### config.mk
export PLATFORM = sky130hd
export DESIGN_NAME = sd_cmd_tx_flat
export DESIGN_NICKNAME = d
export VERILOG_FILES = /design/src/rtl/sd_pkg.sv /design/src/rtl/sd_cmd_tx_if.sv /design/src/rtl/sd_cmd_tx.sv /design/src/flat_wrapper.sv
export SDC_FILE = /design/constraint.sdc
export NUM_CORES = 1
export LEC_CHECK = 0
export ABC_AREA = 1
export ABC_CLOCK_PERIOD_IN_PS = 3400
export CAP_MARGIN = 20
export CORE_MARGIN = 2
export CORE_UTILIZATION = 35
export CTS_CLUSTER_SIZE = 40
export DETAILED_ROUTE_END_ITERATION = 12
export PLACE_DENSITY = 0.56
export SLEW_MARGIN = 20
export SYNTH_ARGS = -nofsm -noshare
export SYNTH_HDL_FRONTEND = slang
export SYNTH_SLANG_ARGS = --single-unit
### constraint.sdc
create_clock -name clk_i -period 3.4 [get_ports clk_i]
set_clock_uncertainty 0.15 [all_clocks]
set_input_delay 0.51 -clock clk_i [delete_from_list [all_inputs] [get_ports clk_i]]
set_output_delay 0.51 -clock clk_i [all_outputs]
set_load 0.01 [all_outputs]
### src/rtl/sd_pkg.sv
// Shared types and constants for the SD command-line transmitter.
package sd_pkg;

   typedef enum logic [2:0] {
      IDLE,
      CRC_REQ,
      CRC_WAIT,
      SHIFT,
      DONE
   } tx_state_e;

   localparam logic START_BIT = 1'b0;
   localparam logic TX_BIT    = 1'b1;
   localparam logic END_BIT   = 1'b1;

   localparam int SD_CMD_W = 48;
   localparam int SD_HDR_W = 40;

   localparam logic [5:0] CMD0  = 6'd0;
   localparam logic [5:0] CMD8  = 6'd8;
   localparam logic [5:0] CMD17 = 6'd17;

   // Host-to-card header: start bit, transmission bit, index, argument.
   function automatic logic [SD_HDR_W-1:0] build_hdr(input logic [5:0]  idx,
                                                     input logic [31:0] arg);
      return {START_BIT, TX_BIT, idx, arg};
   endfunction

endpackage

### src/rtl/sd_cmd_tx_if.sv
// Command request, crc7 hand-off and CMD-line signals of sd_cmd_tx.
interface sd_cmd_tx_if;
   import sd_pkg::*;

   logic                start_i;
   logic [5:0]          cmd_idx_i;
   logic [31:0]         arg_i;
   logic                ready_o;
   logic                tick_i;
   logic                crc_en_o;
   logic [SD_HDR_W-1:0] crc_data_o;
   logic [6:0]          crc_i;
   logic                crc_valid_i;
   logic                cmd_o;
   logic                cmd_oe_o;
   logic                done_o;
   logic                err_o;

   // Transmitter side.
   modport slave (
      input  start_i, cmd_idx_i, arg_i, tick_i, crc_i, crc_valid_i,
      output ready_o, crc_en_o, crc_data_o, cmd_o, cmd_oe_o, done_o, err_o
   );

   // Requester / crc7 / line side.
   modport master (
      output start_i, cmd_idx_i, arg_i, tick_i, crc_i, crc_valid_i,
      input  ready_o, crc_en_o, crc_data_o, cmd_o, cmd_oe_o, done_o, err_o
   );

endinterface

### src/rtl/sd_cmd_tx.sv
// SD command transmitter: builds the 40-bit header, obtains CRC7 from an
// external crc7 block, then shifts the 48-bit token MSB-first on SD bit ticks.
module sd_cmd_tx
   import sd_pkg::*;
#(
   parameter int FRAME_W = 48,
   parameter int HDR_W   = 40,
   parameter int CRC_TO  = 64
) (
   input  logic         clk_i,
   input  logic         rst_ni,
   sd_cmd_tx_if.slave   bus
);

   localparam int               TO_W     = $clog2(CRC_TO);
   localparam logic [TO_W-1:0]  TO_LAST  = TO_W'(CRC_TO - 2);
   localparam logic [TO_W-1:0]  TO_MAX   = '1;
   localparam logic [5:0]       LAST_BIT = 6'(FRAME_W - 1);

   tx_state_e            state;
   logic [5:0]           bit_cnt;
   logic [TO_W-1:0]      to_cnt;
   // Bits still to go after the one currently on cmd_o; ones shift in so the
   // line idles high once the end bit has left.
   logic [FRAME_W-2:0]   frame_rest;

   // Control FSM with registered outputs; the timeout counter value seen in
   // CRC_WAIT is the number of earlier wait cycles, so the check against
   // CRC_TO-2 fires err_o exactly CRC_TO cycles after crc_en_o.
   always_ff @(posedge clk_i or negedge rst_ni) begin
      if (!rst_ni) begin
         state          <= IDLE;
         bus.ready_o    <= 1'b1;
         bus.crc_en_o   <= 1'b0;
         bus.crc_data_o <= '0;
         bus.cmd_o      <= 1'b1;
         bus.cmd_oe_o   <= 1'b0;
         bus.done_o     <= 1'b0;
         bus.err_o      <= 1'b0;
         bit_cnt        <= '0;
         to_cnt         <= '0;
         frame_rest     <= '1;
      end else begin
         bus.crc_en_o <= 1'b0;
         bus.done_o   <= 1'b0;
         bus.err_o    <= 1'b0;
         case (state)
            IDLE: begin
               if (bus.start_i) begin
                  bus.crc_data_o <= build_hdr(bus.cmd_idx_i, bus.arg_i);
                  bus.crc_en_o   <= 1'b1;
                  bus.ready_o    <= 1'b0;
                  state          <= CRC_REQ;
               end
            end
            CRC_REQ: begin
               to_cnt <= '0;
               state  <= CRC_WAIT;
            end
            CRC_WAIT: begin
               // A valid CRC takes priority over a timeout in the same cycle.
               if (bus.crc_valid_i) begin
                  bus.cmd_o    <= bus.crc_data_o[HDR_W-1];
                  frame_rest   <= {bus.crc_data_o[HDR_W-2:0], bus.crc_i, END_BIT};
                  bus.cmd_oe_o <= 1'b1;
                  bit_cnt      <= '0;
                  state        <= SHIFT;
               end else begin
                  if (to_cnt != TO_MAX) begin
                     to_cnt <= to_cnt + TO_W'(1);
                  end
                  if (to_cnt == TO_LAST) begin
                     bus.err_o   <= 1'b1;
                     bus.ready_o <= 1'b1;
                     state       <= IDLE;
                  end
               end
            end
            SHIFT: begin
               if (bus.tick_i) begin
                  if (bit_cnt == LAST_BIT) begin
                     bus.cmd_o    <= 1'b1;
                     bus.cmd_oe_o <= 1'b0;
                     bus.done_o   <= 1'b1;
                     state        <= DONE;
                  end else begin
                     bus.cmd_o  <= frame_rest[FRAME_W-2];
                     frame_rest <= {frame_rest[FRAME_W-3:0], 1'b1};
                     bit_cnt    <= bit_cnt + 6'd1;
                  end
               end
            end
            DONE: begin
               bus.ready_o <= 1'b1;
               state       <= IDLE;
            end
            default: begin
               bus.ready_o  <= 1'b1;
               bus.cmd_o    <= 1'b1;
               bus.cmd_oe_o <= 1'b0;
               state        <= IDLE;
            end
         endcase
      end
   end

endmodule

### src/flat_wrapper.sv
// flat-port wrapper written by rule: the top's interface ports become plain ports
module sd_cmd_tx_flat import sd_pkg::*;
#(
   parameter int FRAME_W = 48,
   parameter int HDR_W   = 40,
   parameter int CRC_TO  = 64
)
  (clk_i, rst_ni, bus_start_i, bus_cmd_idx_i, bus_arg_i, bus_tick_i, bus_crc_i, bus_crc_valid_i, bus_ready_o, bus_crc_en_o, bus_crc_data_o, bus_cmd_o, bus_cmd_oe_o, bus_done_o, bus_err_o);
  sd_cmd_tx_if bus_i ();
  input  logic clk_i;
  input  logic rst_ni;
  input wire logic [$bits(bus_i.start_i)-1:0] bus_start_i;
  input wire logic [$bits(bus_i.cmd_idx_i)-1:0] bus_cmd_idx_i;
  input wire logic [$bits(bus_i.arg_i)-1:0] bus_arg_i;
  input wire logic [$bits(bus_i.tick_i)-1:0] bus_tick_i;
  input wire logic [$bits(bus_i.crc_i)-1:0] bus_crc_i;
  input wire logic [$bits(bus_i.crc_valid_i)-1:0] bus_crc_valid_i;
  output wire logic [$bits(bus_i.ready_o)-1:0] bus_ready_o;
  output wire logic [$bits(bus_i.crc_en_o)-1:0] bus_crc_en_o;
  output wire logic [$bits(bus_i.crc_data_o)-1:0] bus_crc_data_o;
  output wire logic [$bits(bus_i.cmd_o)-1:0] bus_cmd_o;
  output wire logic [$bits(bus_i.cmd_oe_o)-1:0] bus_cmd_oe_o;
  output wire logic [$bits(bus_i.done_o)-1:0] bus_done_o;
  output wire logic [$bits(bus_i.err_o)-1:0] bus_err_o;
  assign bus_i.start_i = bus_start_i;
  assign bus_i.cmd_idx_i = bus_cmd_idx_i;
  assign bus_i.arg_i = bus_arg_i;
  assign bus_i.tick_i = bus_tick_i;
  assign bus_i.crc_i = bus_crc_i;
  assign bus_i.crc_valid_i = bus_crc_valid_i;
  assign bus_ready_o = bus_i.ready_o;
  assign bus_crc_en_o = bus_i.crc_en_o;
  assign bus_crc_data_o = bus_i.crc_data_o;
  assign bus_cmd_o = bus_i.cmd_o;
  assign bus_cmd_oe_o = bus_i.cmd_oe_o;
  assign bus_done_o = bus_i.done_o;
  assign bus_err_o = bus_i.err_o;
  sd_cmd_tx #(.FRAME_W(FRAME_W), .HDR_W(HDR_W), .CRC_TO(CRC_TO)) u_core (.clk_i(clk_i), .rst_ni(rst_ni), .bus(bus_i));
endmodule
==> results.txt <==
- Setup repair after global routing left no endpoint under its margin.
- TritonCTS Buffers: 9
- # rows: 44
* Max stage delay cell, worst path: sky130_fd_sc_hd__nand4_4
- Buffers inserted to repair hold after CTS numbered 0.
- Across every metal layer, demand over resource in global routing totals 15.1%.
* CP endpoint kind: flip-flop
- Slew HR: 41.4%
* Count of cells resized by post-cts repair: 0
- The longest clock path from root to sink contains 2 buffers.
- First-pass iteration count of the detailed router: 6
- The number of antenna diodes in the final layout is 0.
- Run status: finished clean
* Count leader, synth: sky130_fd_sc_hd__nand2_1
- Routed length per instance: 12.1 um
* Max FO, Critical Path: 52
* Die X-Extent: 125 um
- Post-synthesis mux area share: 0%
- Sum of overflow across all layers after global routing: 0
- Number of setup violations in the final report: 0
- Relative to the synthesized area, the layout overhead comes to 25.3%.
- The clock reaches the later pin of the worst-skew pair after 360 ps.
- Routability Congestion: 0.877
- Of the total power, registers draw 39.6%.
- Startpoint class of the critical path: flip-flop
- Shortest period the worst path allows: 2180 ps
- VDD sags by at most 373 uV.
* Delay of the slowest cell on the worst path: 610 ps
- Following the worst setup path forward leads to its endpoint at u_core.frame_rest[9].
* Share of power burned in combinational logic: 43.6%
* Max H-tree Level: 3
- Die area: 0.0157 mm^2
- Internal power component: 3.46 mW
* Core Box Area: 0.0144 mm^2
* Overall die height: 125 um
- Post-layout net count: 816
* Count of cell types in the netlist: 27
* Post-DP HPWL: 7360 um
- The tree is rooted in a sky130_fd_sc_hd__clkbuf_16.
- In this run the count of I/O pins placed on the die edge is 96.
* Wire length reported by the detailed router: 11500 um
- Power density of the placed cells: 905 mW/mm^2
- Number of buffer cells added on primary ports: 94
- Count of flip-flops with a built-in enable after synthesis: 0
- Number of global-route vias before repair: 4202
* Fraction of the cycle the final worst path needs: 64.2%
* Min-Delay Path Class: in -> async
- Adder-cell area share of the yosys netlist: 0.730%
- Layout cell share with drive strength beyond 1: 12.0%
- In this run the static leakage power is 3.31 nW.
- Clock-pin slew was measured on the worst setup and hold paths at 80 ps.
- Starting utilization of the core area: 35.7%
- Summing the areas of all xor and xnor instances in the mapped netlist gives 0.341% of the synthesized area.
- Synthesis Warnings: 0
- Switching Power: 2.37 mW
* Top cell by count, worst path: sky130_fd_sc_hd__nand2_1
- The synthesized netlist devotes 0.681% of its cell area to compound gates.
- The count of final max-slew check failures came to 0.
* Total via count in the routed design: 4261
* Required time at the endpoint of the critical path: 3530 ps
* Worst Reg2Reg Path Length in Cells: 7
* Final hold viol count: 0
* Maximum number of pins on one net before global-route repair: 62
- Summing the sequential cell areas from Yosys gives 52.7% of the chip area.
- Worst path cell trace: ha_1 -> nand3_1 -> nor2_1 -> nand2_2 -> nand4_4 -> nand2_1 -> nand2_1
* Category of the critical setup timing path: reg -> reg
- Number of setup buffers added after CTS: 0
- The number of antenna violations at the first check in global routing is 0.
- Tracing the worst setup path back leads to its startpoint at u_core.bit_cnt[0].
- Total power for the finished layout comes to 5.83 mW.
- Transition time of the tightest slew-check pin: 878 ps
* Crit Reg-Reg Endpoint: u_core.frame_rest[9]
* Switching fraction of total power: 40.6%
* Area contributors post-synth: sky130_fd_sc_hd__nand2_1 33%, sky130_fd_sc_hd__dfrtp_1 28%, sky130_fd_sc_hd__dfstp_2 25%, sky130_fd_sc_hd__nor2_1 1.9%, sky130_fd_sc_hd__nand3_1 1.4%
* Yosys top cell area share: 33.0%
- Max-cap violations in this run came to 0.
* Part of the total power dissipated in the clock network: 16.9%
- Remaining design rule violation count: 0
* CTS tree: done
- Ratio of routed vias to standard cells: 4.48
- Min Hold Slack: 11.1 ps
- The first global-routing pass estimated 19600 um of wire.
* Synthesized instance count: 684
- The synthesized netlist devotes 40.3% of its cell area to simple gates.
* Seq cells post-synth: 106
- At the worst endpoint, the arrival time is 2310 ps.
* Post-synthesis net count: 737
* Post-synth top flop: sky130_fd_sc_hd__dfrtp_1
- The detailed router finished its first iteration with 355 violations.
* Reg-to-reg startpoint: u_core.bit_cnt[0]
- Clock tree synthesis found a total of 106 sinks.
* Highest achievable clock rate: 458 MHz
- The commonest cells after synthesis are 452 x sky130_fd_sc_hd__nand2_1, 58 x sky130_fd_sc_hd__dfrtp_1, 48 x sky130_fd_sc_hd__dfstp_2, 26 x sky130_fd_sc_hd__nor2_1, 18 x sky130_fd_sc_hd__inv_1.
- Setup total negative slack on the finished layout was measured at 0 ps.
* Syn_area_per_cell: 7.52 um^2
- The count of nets left with antenna violations once routing finished came out at 0.
* Dominant combinational cell family by area after synthesis: simple AND/OR/NAND/NOR gates
- After synthesis, the share of flip-flops with an asynchronous set or reset is 100%.
* Post-Synthesis Cell Area: 0.00514 mm^2
* Worst R2R Setup Slack: 1220 ps
- Most area-hungry cell type in the Yosys netlist: sky130_fd_sc_hd__nand2_1
[worst min path at each step]
stage,from,endpoint,slack (ps),depth (start not counted)
after floorplan,rst_ni,u_core.bit_cnt[0],60,0
after global routing,rst_ni,u_core.bus.crc_data_o[33],40,1
after CTS,rst_ni,u_core.bus.crc_data_o[33],20,1
final,rst_ni,u_core.bus.crc_data_o[33],10,1
after global placement,u_core.frame_rest[3],u_core.frame_rest[3],300,2
after detailed placement,u_core.frame_rest[1],u_core.frame_rest[1],300,2
[layout make-up]
type,count,area (um^2)
Fill cell,1521,7980
Timing Repair Buffer,97,973
Inverter,21,78.8
Multi-Input combinational cell,528,2170
Clock inverter,7,51.3
Sequential cell,106,2710
Tap cell,184,230
Clock buffer,9,225
[power groups by stage]
| stage | Sequential (mW) | Combinational (mW) | Clock, mW |
|---|---|---|---|
| after global routing | 2.38 | 2.89 | 1.08 |
| final | 2.31 | 2.54 | 0.985 |
| after detailed placement | 2.32 | 2.59 | 0 |
| after CTS | 2.31 | 2.60 | 1.03 |
| after global placement | 2.31 | 2.55 | 0 |
| after floorplan | 2.35 | 1.68 | 0 |
[layer usage]
layer  wire length [um]  share of wire, %  track usage [%]
met3                479               4.2             4.75
met1               5540                48             19.7
met4                 43              0.37             3.59
met5                  0                 0                0
met2               5460                47             24.9
[sequential cells by signal, summed over array words and instances (netlist names)]
register	count
u_core.bus.ready_o	1
u_core.bus.err_o	1
u_core.frame_rest	46
u_core.bus.done_o	1
u_core.bus.crc_data_o	39
u_core.bus.cmd_oe_o	1
u_core.bit_cnt	6
u_core.to_cnt	6
u_core.bus.cmd_o	1
u_core.bus.crc_en_o	1
u_core.state	3
[critical path: cells and delay by family (launching register included)]
kind | cells | cell delay (ps)
flops | 1 | 410
fa+ha+maj | 1 | 240
simple gates | 6 | 1290
[layout by cell type, fill, tap and decap left out, types with 2 or more instances in the layout]
master and count:
sky130_fd_sc_hd__a21oi_1 2, sky130_fd_sc_hd__buf_4 3, sky130_fd_sc_hd__clkbuf_16 9, sky130_fd_sc_hd__clkdlybuf4s50_1 93, sky130_fd_sc_hd__clkinv_2 3, sky130_fd_sc_hd__dfrtp_1 58, sky130_fd_sc_hd__dfstp_2 48, sky130_fd_sc_hd__ha_1 3
sky130_fd_sc_hd__inv_1 18, sky130_fd_sc_hd__inv_2 3, sky130_fd_sc_hd__nand2_1 452, sky130_fd_sc_hd__nand2_2 10, sky130_fd_sc_hd__nand2_4 3, sky130_fd_sc_hd__nand3_1 13, sky130_fd_sc_hd__nor2_1 26, sky130_fd_sc_hd__nor2_2 2
sky130_fd_sc_hd__nor2_8 2, sky130_fd_sc_hd__o21ai_0 4, sky130_fd_sc_hd__xor2_1 2
[kinds of logic (layout without fill, tap and decap cells)]
logic type	Yosys count	after routing
AND/OR/NAND/NOR	515	515
XOR/XNOR	2	2
other	1	1
buffers and inverters	50	134
AO/OA/AOI/OAI	7	7
flip-flops	106	106
adder cells (fa/ha/maj)	3	3
[per-stage QoR]
step	instances	util, %	setup WS [ps]	instance area [um^2]
after floorplan	684	-	1820	5140
after global placement	936	42.8	1010	6170
after detailed placement	936	42.8	981	6170
after CTS	952	44.7	1200	6440
after global routing	952	44.7	1000	6440
final	952	44.7	1220	6440
No activity file was read; power rests on OpenSTA's default activity.
